`src/rtl/uart_tx_sched_if.sv`:
```
// Handshake bundle between requesters, the round-robin scheduler and the uart_tx datapath.
// master: scheduler side; slave: client/transmitter side.
interface uart_tx_sched_if #(
   parameter int unsigned NUM_REQ   = 4,
   parameter int unsigned DATAWIDTH = 5
);
   localparam int unsigned GW = (NUM_REQ > 1) ? $clog2(NUM_REQ) : 1;

   logic [NUM_REQ-1:0]           req;
   logic [NUM_REQ*DATAWIDTH-1:0] req_data;
   logic [NUM_REQ-1:0]           ack;
   logic [NUM_REQ-1:0]           done;
   logic                         tx_start;
   logic [DATAWIDTH-1:0]         tx_data;
   logic                         tx_busy;
   logic [GW-1:0]                grant_id;
   logic                         active;
   logic                         err;

   modport master (
      input  req, req_data, tx_busy,
      output ack, done, tx_start, tx_data, grant_id, active, err
   );

   modport slave (
      output req, req_data, tx_busy,
      input  ack, done, tx_start, tx_data, grant_id, active, err
   );
endinterface

```
`src/rtl/uart_tx_sched.sv`:
```
// Round-robin scheduler sharing one UART transmitter among NUM_REQ requesters.
// Optional WAIT_BUSY timeout abort is built only when UART_SCHED_TIMEOUT_EN is defined.
module uart_tx_sched #(
   parameter int unsigned NUM_REQ   = 4,
   parameter int unsigned DATAWIDTH = 5
`ifdef UART_SCHED_TIMEOUT_EN
   , parameter int unsigned TIMEOUT_CYC = 64
`endif
) (
   input  logic            clk,
   input  logic            rst,
   uart_tx_sched_if.master bus
);
   localparam int unsigned GW = (NUM_REQ > 1) ? $clog2(NUM_REQ) : 1;

   typedef enum logic [1:0] {IDLE, WAIT_BUSY, WAIT_DONE} state_t;

   state_t               state;
   logic [GW-1:0]        last;
   logic [GW-1:0]        win;
   logic                 win_vld;
   logic [GW:0]          scan_sum;
   logic [GW-1:0]        scan_idx;
   logic [DATAWIDTH-1:0] data_arr [NUM_REQ];

`ifdef UART_SCHED_TIMEOUT_EN
   localparam int unsigned CW = (TIMEOUT_CYC > 1) ? $clog2(TIMEOUT_CYC) : 1;
   logic [CW-1:0] cnt;
`endif

   for (genvar g = 0; g < NUM_REQ; g++) begin : g_unpack
      assign data_arr[g] = bus.req_data[g*DATAWIDTH +: DATAWIDTH];
   end

   // first set request scanning last+1, last+2, ... modulo NUM_REQ
   always_comb begin
      win      = '0;
      win_vld  = 1'b0;
      scan_sum = '0;
      scan_idx = '0;
      for (int unsigned k = 1; k <= NUM_REQ; k++) begin
         scan_sum = {1'b0, last} + (GW+1)'(k);
         if (scan_sum >= (GW+1)'(NUM_REQ))
            scan_sum = scan_sum - (GW+1)'(NUM_REQ);
         scan_idx = scan_sum[GW-1:0];
         if (!win_vld && bus.req[scan_idx]) begin
            win     = scan_idx;
            win_vld = 1'b1;
         end
      end
   end

   always_ff @(posedge clk) begin
      if (rst) begin
         state        <= IDLE;
         last         <= GW'(NUM_REQ - 1);
         bus.ack      <= '0;
         bus.done     <= '0;
         bus.tx_start <= 1'b0;
         bus.tx_data  <= '0;
         bus.grant_id <= '0;
         bus.active   <= 1'b0;
`ifdef UART_SCHED_TIMEOUT_EN
         bus.err      <= 1'b0;
         cnt          <= '0;
`endif
      end else begin
         bus.ack      <= '0;
         bus.done     <= '0;
         bus.tx_start <= 1'b0;
`ifdef UART_SCHED_TIMEOUT_EN
         bus.err      <= 1'b0;
`endif
         unique case (state)
            IDLE: begin
               // active still high means this is the done cycle: enforce one idle cycle
               if (bus.active) begin
                  bus.active <= 1'b0;
               end else if (win_vld) begin
                  bus.tx_start  <= 1'b1;
                  bus.ack[win]  <= 1'b1;
                  bus.tx_data   <= data_arr[win];
                  bus.grant_id  <= win;
                  bus.active    <= 1'b1;
                  last          <= win;
                  state         <= WAIT_BUSY;
`ifdef UART_SCHED_TIMEOUT_EN
                  cnt           <= '0;
`endif
               end
            end
            WAIT_BUSY: begin
               if (bus.tx_busy) begin
                  state <= WAIT_DONE;
`ifdef UART_SCHED_TIMEOUT_EN
               end else if (cnt == CW'(TIMEOUT_CYC - 1)) begin
                  bus.err    <= 1'b1;
                  bus.active <= 1'b0;
                  state      <= IDLE;
               end else begin
                  cnt <= cnt + 1'b1;
`endif
               end
            end
            WAIT_DONE: begin
               if (!bus.tx_busy) begin
                  bus.done[bus.grant_id] <= 1'b1;
                  state                  <= IDLE;
               end
            end
            default: state <= IDLE;
         endcase
      end
   end

`ifndef UART_SCHED_TIMEOUT_EN
   assign bus.err = 1'b0;
`else
`endif
endmodule

```
`src/flat_wrapper.sv`:
```
// flat-port wrapper written by rule: the top's interface ports become plain ports
module uart_tx_sched_flat 
#(
   parameter int unsigned NUM_REQ   = 4,
   parameter int unsigned DATAWIDTH = 5

)
  (clk, rst, bus_req, bus_req_data, bus_tx_busy, bus_ack, bus_done, bus_tx_start, bus_tx_data, bus_grant_id, bus_active, bus_err);
  uart_tx_sched_if #(.NUM_REQ(NUM_REQ), .DATAWIDTH(DATAWIDTH)) bus_i ();
  input  logic clk;
  input  logic rst;
  input wire logic [$bits(bus_i.req)-1:0] bus_req;
  input wire logic [$bits(bus_i.req_data)-1:0] bus_req_data;
  input wire logic [$bits(bus_i.tx_busy)-1:0] bus_tx_busy;
  output wire logic [$bits(bus_i.ack)-1:0] bus_ack;
  output wire logic [$bits(bus_i.done)-1:0] bus_done;
  output wire logic [$bits(bus_i.tx_start)-1:0] bus_tx_start;
  output wire logic [$bits(bus_i.tx_data)-1:0] bus_tx_data;
  output wire logic [$bits(bus_i.grant_id)-1:0] bus_grant_id;
  output wire logic [$bits(bus_i.active)-1:0] bus_active;
  output wire logic [$bits(bus_i.err)-1:0] bus_err;
  assign bus_i.req = bus_req;
  assign bus_i.req_data = bus_req_data;
  assign bus_i.tx_busy = bus_tx_busy;
  assign bus_ack = bus_i.ack;
  assign bus_done = bus_i.done;
  assign bus_tx_start = bus_i.tx_start;
  assign bus_tx_data = bus_i.tx_data;
  assign bus_grant_id = bus_i.grant_id;
  assign bus_active = bus_i.active;
  assign bus_err = bus_i.err;
  uart_tx_sched #(.NUM_REQ(NUM_REQ), .DATAWIDTH(DATAWIDTH)) u_core (.clk(clk), .rst(rst), .bus(bus_i));
endmodule
```
`config.mk`:
```
export PLATFORM = sky130hd
export DESIGN_NAME = uart_tx_sched_flat
export DESIGN_NICKNAME = d
export VERILOG_FILES = /design/src/rtl/uart_tx_sched_if.sv /design/src/rtl/uart_tx_sched.sv /design/src/flat_wrapper.sv
export SDC_FILE = /design/constraint.sdc
export NUM_CORES = 1
export LEC_CHECK = 0
export CAP_MARGIN = 40
export CORE_MARGIN = 2
export CORE_UTILIZATION = 44
export CTS_CLUSTER_SIZE = 16
export DETAILED_ROUTE_END_ITERATION = 12
export PLACE_DENSITY_LB_ADDON = 0.2
export SYNTH_ARGS = -nofsm -noshare
export SYNTH_HDL_FRONTEND = slang
export SYNTH_SLANG_ARGS = --single-unit
```
`constraint.sdc`:
```
create_clock -name clk -period 2.3 [get_ports clk]
set_input_delay 0.46 -clock clk [delete_from_list [all_inputs] [get_ports clk]]
set_output_delay 0.46 -clock clk [all_outputs]
set_load 0.02 [all_outputs]
```
=== Yosys cells after proc, flatten, opt, wreduce, memory -nomap -nowiden ===
Index checks and enable logic that the tools add are counted.
Widths: inputs -> output; s select.

* Add/subtract/negate cells: 8
* Order comparisons: 13
* Equal/unequal tests: 6
* Bitwise operators: 5
* Reductions and logical operators: 14
* Muxes and demuxes: 34

{| class="wikitable"
|+ Operators with widths
! operator !! number
|-
| $mux 2 || 12
|-
| $lt 2x3->1 const B || 6
|-
| $ge 3x3->1 const B || 5
|-
| $mux 1 || 12
|-
| $bmux 5 s2 || 1
|-
| $mux 5 || 2
|-
| $bmux 1 s2 || 4
|-
| $sub 2x1->2 const B || 4
|-
| $add 2x2->3 const B || 2
|-
| $ne 2x2->1 const B || 3
|-
| $pmux 2 s3 || 1
|-
| $logic_and 1x1->1 || 5
|-
| $demux 1 s2 || 2
|-
| $ge 2x1->1 const B || 2
|-
| $not 1->1 || 4
|-
| $reduce_and 4->1 || 1
|-
| $reduce_or 4->1 || 1
|-
| $add 2x1->3 const B || 1
|-
| $add 2x3->3 const B || 1
|-
| $logic_not 1->1 || 3
|-
| $not 2->3 || 1
|-
| $reduce_and 3->1 || 1
|-
| $reduce_or 3->1 || 1
|-
| $eq 2x1->1 const B || 1
|-
| 4 further kinds || 4
|}

* Input bits: 27
* Bits in registers: 21
* Logic and storage cells: 88

=== Longest topological paths before layout ===
Gate-level depths: netlist of the first run.

* Word-level depth: 19
* Depth in mapped cells: 7

=== Worst setup path after synthesis of the first run ===
OpenSTA, ideal clock, no wires.

* Kind: input to register
* Start point: in bus_req[0]
* End point: reg u_core.bus.tx_data[0]
* Setup time: 0.079 ns
* Path slack: 0.615 ns
* Cell stages on the path: 6
* Arrival: 1.605 ns
* Cells stage by stage: or2_4 a311oi_4 buf_6 nor3_1 mux2_2 a211oi_2

* Word-level cells in the longest chain between the ends: 16
* Elaborated cells on any way between the ends: 27

{| class="wikitable"
|+ Ends and longest elaborated chain
! item !! line !! source
|-
| start: declaration || flat_wrapper.sv:12 || <nowiki>input wire logic [$bits(bus_i.req)-1:0] bus_req;</nowiki>
|-
| $bmux 1 s2 || uart_tx_sched.sv:46 || <nowiki>if (!win_vld && bus.req[scan_idx]) begin</nowiki>
|-
| $mux 1 (implied by the code) || uart_tx_sched.sv:46 ||
|-
| $mux 1 || uart_tx_sched.sv:46 ||
|-
| $logic_not 1->1 || uart_tx_sched.sv:46 ||
|-
| $logic_and 1x1->1 || uart_tx_sched.sv:46 ||
|-
| $mux 1 || uart_tx_sched.sv:46 ||
|-
| $logic_not 1->1 || uart_tx_sched.sv:46 ||
|-
| $logic_and 1x1->1 || uart_tx_sched.sv:46 ||
|-
| $mux 1 || uart_tx_sched.sv:46 ||
|-
| $logic_not 1->1 || uart_tx_sched.sv:46 ||
|-
| $logic_and 1x1->1 || uart_tx_sched.sv:46 ||
|-
| $mux 2 || uart_tx_sched.sv:46 ||
|-
| $not 2->3 (implied by the code) || uart_tx_sched.sv:82 || <nowiki>bus.tx_data <= data_arr[win];</nowiki>
|-
| $bmux 5 s2 || uart_tx_sched.sv:82 ||
|-
| $mux 5 (implied by the code) (2 in series) || uart_tx_sched.sv:82 ||
|-
| end signal: assignment || uart_tx_sched.sv:82 ||
|-
| end: declaration || uart_tx_sched_if.sv:22 || <nowiki>output ack, done, tx_start, tx_data, grant_id, active, err</nowiki>
|}

Parallel ways exist; a longest one is shown, timed or not. The select of a mux whose other input is x is not followed.
A chain may end at the register's enable or synchronous reset.

=== Worst setup path in the final report of the first run ===
* Start point: in bus_req[3]
* End point: reg u_core.bus.tx_data[0]

Same word-level chain as after synthesis.

==> results of run 1 <==
-- worst paths after layout --
check / endpoint / slack, ps / cells past startpoint
worst max-delay path: u_core.bus.tx_data[0]$_SDFFE_PP0P_ / 330 / 7
worst min-delay path: u_core.bus.done[1]$_SDFF_PP0_ / 490 / 1
worst max register to register: u_core.bus.tx_data[2]$_SDFFE_PP0P_ / 630 / 6
worst min register to register: u_core.bus.done[1]$_SDFF_PP0_ / 490 / 1
-- cells in the mapped netlist, drive strengths merged, types with 2 or more instances --
cell / n / area [um^2]
dfxtp: 21 / 420
nor3: 11 / 55.1
nor2: 10 / 37.5
buf: 6 / 53.8
o21bai: 6 / 45.0
a211oi: 5 / 62.6
mux2: 5 / 56.3
mux2i: 5 / 50.1
and3: 4 / 25.0
nor4: 4 / 37.5
a21oi: 3 / 15.0
inv: 3 / 11.3
nand2: 3 / 11.3
nor3b: 3 / 22.5
nand2b: 2 / 15.0
-- cells in the final DEF, fill, tap and decap left out --
master,instances
or4_1,1
nor3b_1,3
a311oi_4,1
or2_4,1
o21bai_1,6
nor4_2,2
nand2b_1,1
a221oi_1,1
inv_1,3
and3_1,4
a211o_1,1
nor4_1,2
dfxtp_1,21
clkbuf_4,3
clkdlybuf4s50_1,43
nor3_1,11
mux2_2,5
buf_12,1
clkinv_2,1
buf_4,7
mux2i_1,5
o32ai_2,1
a211oi_2,5
xnor2_1,1
nand2b_2,1
conb_1,1
nor2_1,10
nand2_1,3
and2_1,1
o21ai_0,1
nor4b_1,1
a21oi_1,3
-- kinds of logic after synthesis --
kind of cell,synth area share
mux,0.103
compound gates,0.182
flops,0.408
other cells,0.00364
xor+xnor,0.00850
buf+inv,0.0667
simple gates,0.228
-- report_power, final --
part           switching, W  leakage, nW  internal, W
clock network      0.000110       0.0177    0.0000646
registers         0.0000488        0.173     0.000422
logic              0.000254        0.414     0.000283
-- per-stage QoR --
stage               total power (W)  setup TNS [ps]
floorplan                  0.000804               0
global placement            0.00101               0
detailed placement          0.00101           -5.40
CTS                         0.00119               0
global route                0.00125               0
finish                      0.00118               0
-- final cells by class --
class,instances,share of cell area
Timing Repair Buffer,51,0.327
Clock inverter,1,0.00325
Clock buffer,3,0.0146
Tap cell,28,0.0228
Multi-Input combinational cell,72,0.352
Sequential cell,21,0.273
Inverter,3,0.00732
-- registers in the layout, summed over array words and instances (netlist names) --
| name | cells |
|---|---|
| u_core.bus.done | 4 |
| u_core.bus.grant_id | 2 |
| u_core.bus.tx_start | 1 |
| u_core.last | 2 |
| u_core.state | 2 |
| u_core.bus.active | 1 |
| u_core.bus.ack | 4 |
| u_core.bus.tx_data | 5 |
-- layer usage --
layer / routed length [um] / track usage / vias to the layer above
li1: - / - / 467
met1: 940 / 0.215 / 412
met2: 1170 / 0.350 / 32
met3: 140 / 0.0457 / 4
met4: 31 / 0.0641 / 0
met5: 0 / 0 / -
==> metrics.yaml, run 1 <==
status: "completed"
fin_skew_ps: 4.86
boundaryPins: 45
place_congestion: 0.787
syn-cell-area_mm2: 0.00103
port_buffers: 43
crit_path_start: "bus_req[3]"
stdcell_count: 179
endpoint_kind: "flop"
hp-class: "reg -> reg"
ant_nets: 0
vias: 915
cts-root-buf: "clkbuf_4"
finalSetupViolations: 0
fillCellCount: 188
post-route-util: 0.696
worstPathMaxFanout: 9
cellPowerDensity_mw_per_mm2: 768
synth_warnings: 0
cp_num_buf_inv: 2
crit_family: "buffers and inverters"
cts.sinks: 21
cts_setup_buffers: 0
multi_input_area_um2: 542
syn_inst: 103
dp_slack_ps: -4.11
cts.clk_slew.worst_paths_ps: 120
hold_viol: 0
place_area_mm2: 0.00151
path_cells: "clkdlybuf4s50_1 -> nor4_2 -> or4_1 -> buf_4 -> nor3_1 -> mux2_2 -> a211oi_2"
max_stage_delay_ps: 580
synth_nets: 130
gr-total-overflow: 0
routedWlPerCell_um: 12.7
initial_core_util: 0.466
synth_edf_count: 0
routed_wl_um: 2280
diodes: 0
cts_resized: 0
ys_seq_elements: 21
startpoint_type: "input pin"
insertion_delay_ps: 290
p_leak_nw: 0.604
hold_slack_ps: 491
synth_cell_types: 31
crit_path_top_delay_cell: "clkdlybuf4s50_1"
antenna_found_initial: 0
die_h_um: 52.4
cap_violations: 0
vdd_ir_drop_max_v: 0.000419
cp_data_arrival_time_ps: 2160
area_delta_synth_final_pct: 49.3
core_area_mm2: 0.00221
grt_max_degree: 16
fp.dieW_um: 52.4
rsz0062_at_grt: "false"
critical_path_class: "in -> reg"
worstMarginPinSlew_ps: 579
fmax_mhz: 507
htree_levels: 1
synth_top_flop_cell: "dfxtp_1"
drtIter0Drc: 8
synthArstFlopShare: 0
die-area_mm2: 0.00275
reg2reg_from: "u_core.last[0]$_SDFFE_PP1P_"
avgSynthCellArea_um2: 10.0
dr.pass1.iters: 6
slew_viol_final: 0
grt_pass1_vias: 919
remaining_drc_errors: 0
drive_above_1_share: 0.185
cts_tree: "yes"
cp.required_ps: 2490
grt_pass1_wl_um: 3920
cts_hold_buf: 0
ys_seq_area_frac: 0.408
min-delay-start: "u_core.bus.grant_id[1]$_SDFFE_PP0P_"
seqCellArea_um2: 420
min_period_ps: 1970
max_slew_margin: 0.609
dp_cells: 175
fin_ws_ps: 329
fin_crit_sh: 0.857
fin_area_mm2: 0.00154
cts_buffers: 3
clock_tree.buffer_depth: 2
nets: 179
rows: 17
grt_util_all_layers: 0.192
vias_per_cell: 5.11
hpwl_um: 1750
Note: power is estimated with default switching activity, not from simulation.
==> inputs of run 2 (changes only) <==
Settings changed: CORE_UTILIZATION 44 to 37.
Clock period 2.3 ns to 1.63 ns, I/O delays scaled along.
==> run 2 against run 1 <==
Effect of this change: non-clock buffer count is 14 higher; total power is 56% higher; clock-buffer cell count stayed put; clock skew is 3.9 ps lower; global-route usage is 2.4 points lower; largest power group unchanged; first-iteration DRC count is 50% lower; via count is 8.0% higher.
==> metrics.yaml, run 2 (synthesis gave the netlist of run 1 again) <==
cts-root-buf: "clkbuf_4"  # unchanged
drive_above_1_share: 0.315  # was 0.185
status: "completed"  # unchanged
grt_max_degree: 16  # unchanged
startpoint_type: "flop"  # was input pin
fillCellCount: 226  # was 188
fin_ws_ps: 31.2  # was 329 ps
remaining_drc_errors: 0  # unchanged
vdd_ir_drop_max_v: 0.000564  # was 0.000419 V
top_regs: "u_core.bus.tx_data (5), u_core.bus.ack (4), u_core.bus.done (4)"  # unchanged
clock_tree.buffer_depth: 2  # unchanged
insertion_delay_ps: 320  # was 290 ps
hold_viol: 0  # unchanged
r2r_slack_ps: 30  # was 630 ps
min-delay-start: "u_core.bus.grant_id[1]$_SDFFE_PP0P_"  # unchanged
hold_end: "u_core.bus.done[1]$_SDFF_PP0_"  # unchanged
hp-class: "reg -> reg"  # unchanged
final_common_cell: "clkdlybuf4s50_1"  # unchanged
p_leak_nw: 0.788  # was 0.604 nW
routed_wl_um: 2640  # was 2280 um
diodes: 0  # unchanged
slew_viol_final: 0  # unchanged
cp_data_arrival_time_ps: 1850  # was 2160 ps
cap_violations: 0  # unchanged
cp_num_buf_inv: 1  # was 2
hold_slack_ps: 502  # was 491 ps
dr.pass1.iters: 2  # was 6
die_h_um: 56.8  # was 52.4 um
seqCellArea_um2: 425  # was 420 um^2
gr-total-overflow: 0  # unchanged
fin_skew_ps: 0.923  # was 4.86 ps
max_stage_delay_ps: 440  # was 580 ps
crit_family: "compound AO/OA/AOI/OAI gates"  # was buffers and inverters
boundaryPins: 45  # unchanged
path_cells: "nor3b_2 -> a311oi_4 -> buf_6 -> nor3_1 -> mux2_4 -> a211oi_2"  # was clkdlybuf4s50_1 -> nor4_2 -> or4_1 -> buf_4 -> nor3_1 -> mux2_2 -> a211oi_2
grt_util_all_layers: 0.168  # was 0.192
regMostFlops: "u_core.bus.tx_data"  # unchanged
min_path_cells: 1  # unchanged
vias_per_cell: 5.04  # was 5.11
dp_slack_ps: -523  # was -4.11 ps
antenna_found_initial: 0  # unchanged
grt_pass1_vias: 928  # was 919
fp.dieW_um: 56.8  # was 52.4 um
ant_nets: 0  # unchanged
place_congestion: 0.709  # was 0.787
area_delta_synth_final_pct: 67.6  # was 49.3%
initial_core_util: 0.380  # was 0.466
endpoint_kind: "flop"  # unchanged
cellPowerDensity_mw_per_mm2: 1070  # was 768 mW/mm^2
largest_reg_flops: 5  # unchanged
min_period_ps: 1600
rows: 19  # was 17
die-area_mm2: 0.00322  # was 0.00275 mm^2
multi_input_area_um2: 593  # was 542 um^2
reg2reg_depth: 6  # unchanged
cts.clk_slew.worst_paths_ps: 120  # about the same
critical_path_class: "reg -> reg"  # was in -> reg
routedWlPerCell_um: 13.5  # was 12.7 um
mostFrequentLayoutCells: "31 x clkdlybuf4s50_1, 19 x dfxtp_1, 17 x buf_4"  # was 43 x clkdlybuf4s50_1, 21 x dfxtp_1, 11 x nor3_1
nets: 193  # was 179
r2r-end: "u_core.bus.tx_data[2]$_SDFFE_PP0P_"  # unchanged
place_area_mm2: 0.00158  # was 0.00151 mm^2
crit_path_top_delay_cell: "dfxtp_2"  # was clkdlybuf4s50_1
cts.sinks: 21  # unchanged
cts_buffers: 3  # unchanged
cts_tree: "yes"  # unchanged
reg2reg_from: "u_core.last[1]$_SDFFE_PP1P_"  # was u_core.last[0]$_SDFFE_PP1P_
fin_area_mm2: 0.00173  # was 0.00154 mm^2
fmax_mhz: 625
port_buffers: 43  # unchanged
rsz0062_at_grt: "true"  # was false
core_area_mm2: 0.00271  # was 0.00221 mm^2
finalSetupViolations: 0  # unchanged
vias: 988  # was 915
worstPathMaxFanout: 6  # was 9
cp.required_ps: 1880  # was 2490 ps
cts_hold_buf: 0  # unchanged
htree_levels: 1  # unchanged
hpwl_um: 1950  # was 1750 um
fin_crit_sh: 0.981
grt_pass1_wl_um: 4220  # was 3920 um
drtIter0Drc: 4  # was 8
[run 2: how the worst max path moves through the flow]
stage / from / endpoint / slack (ps) / cells past startpoint
2_1_floorplan: u_core.bus.active$_SDFFE_PP0N_ / u_core.bus.tx_data[3]$_SDFFE_PP0P_ / 30 / 6
3_3_place_gp: bus_req[1] / u_core.bus.tx_data[4]$_SDFFE_PP0P_ / -470 / 7
3_5_place_dp: bus_req[1] / u_core.bus.tx_data[4]$_SDFFE_PP0P_ / -520 / 7
4_1_cts: u_core.last[1]$_SDFFE_PP1P_ / u_core.bus.tx_data[4]$_SDFFE_PP0P_ / 4 / 6
5_1_grt: u_core.last[1]$_SDFFE_PP1P_ / u_core.bus.tx_data[2]$_SDFFE_PP0P_ / -40 / 6
6_report: u_core.last[1]$_SDFFE_PP1P_ / u_core.bus.tx_data[2]$_SDFFE_PP0P_ / 30 / 6
[run 2: layout make-up]
type	count	share of cell area
timing repair buffer	65	0.366
tap	31	0.0224
sequential	21	0.246
clock buffer	3	0.0130
multi-input combinational	72	0.343
clock inverter	1	0.00290
inverter	3	0.00652
[run 2: per-stage QoR]
stage                util  setup TNS, ps  total power [W]  std cells
finish              0.638              0          0.00185        196
floorplan               -              0          0.00113        103
global route        0.638          -79.4          0.00196        196
detailed placement  0.584          -5950          0.00148        187
global placement    0.584          -5340          0.00146        187
CTS                 0.612              0          0.00180        192
[run 2: where the power goes]
group          total, W  leakage [nW]  internal (W)  switching (W)
clock network  0.000262        0.0177     0.0000921       0.000170
registers      0.000665         0.172      0.000599      0.0000653
logic          0.000921         0.598      0.000505       0.000417
total           0.00185         0.788       0.00120       0.000652
[run 2: per-layer routing]
metal	GRT usage	up-vias	part of all wire
met4	0.0797	0	0.023
met3	0.0207	5	0.048
met5	0	-	0
met1	0.194	461	0.42
met2	0.302	25	0.51
li1	-	497	-
[run 2: what timing repair did]
action	4_1_cts	5_1_grt
setup buffers	0	4
setup endpoints to repair	14	10
resized for setup	11	23
pin swaps	2	6
gates cloned	1	0
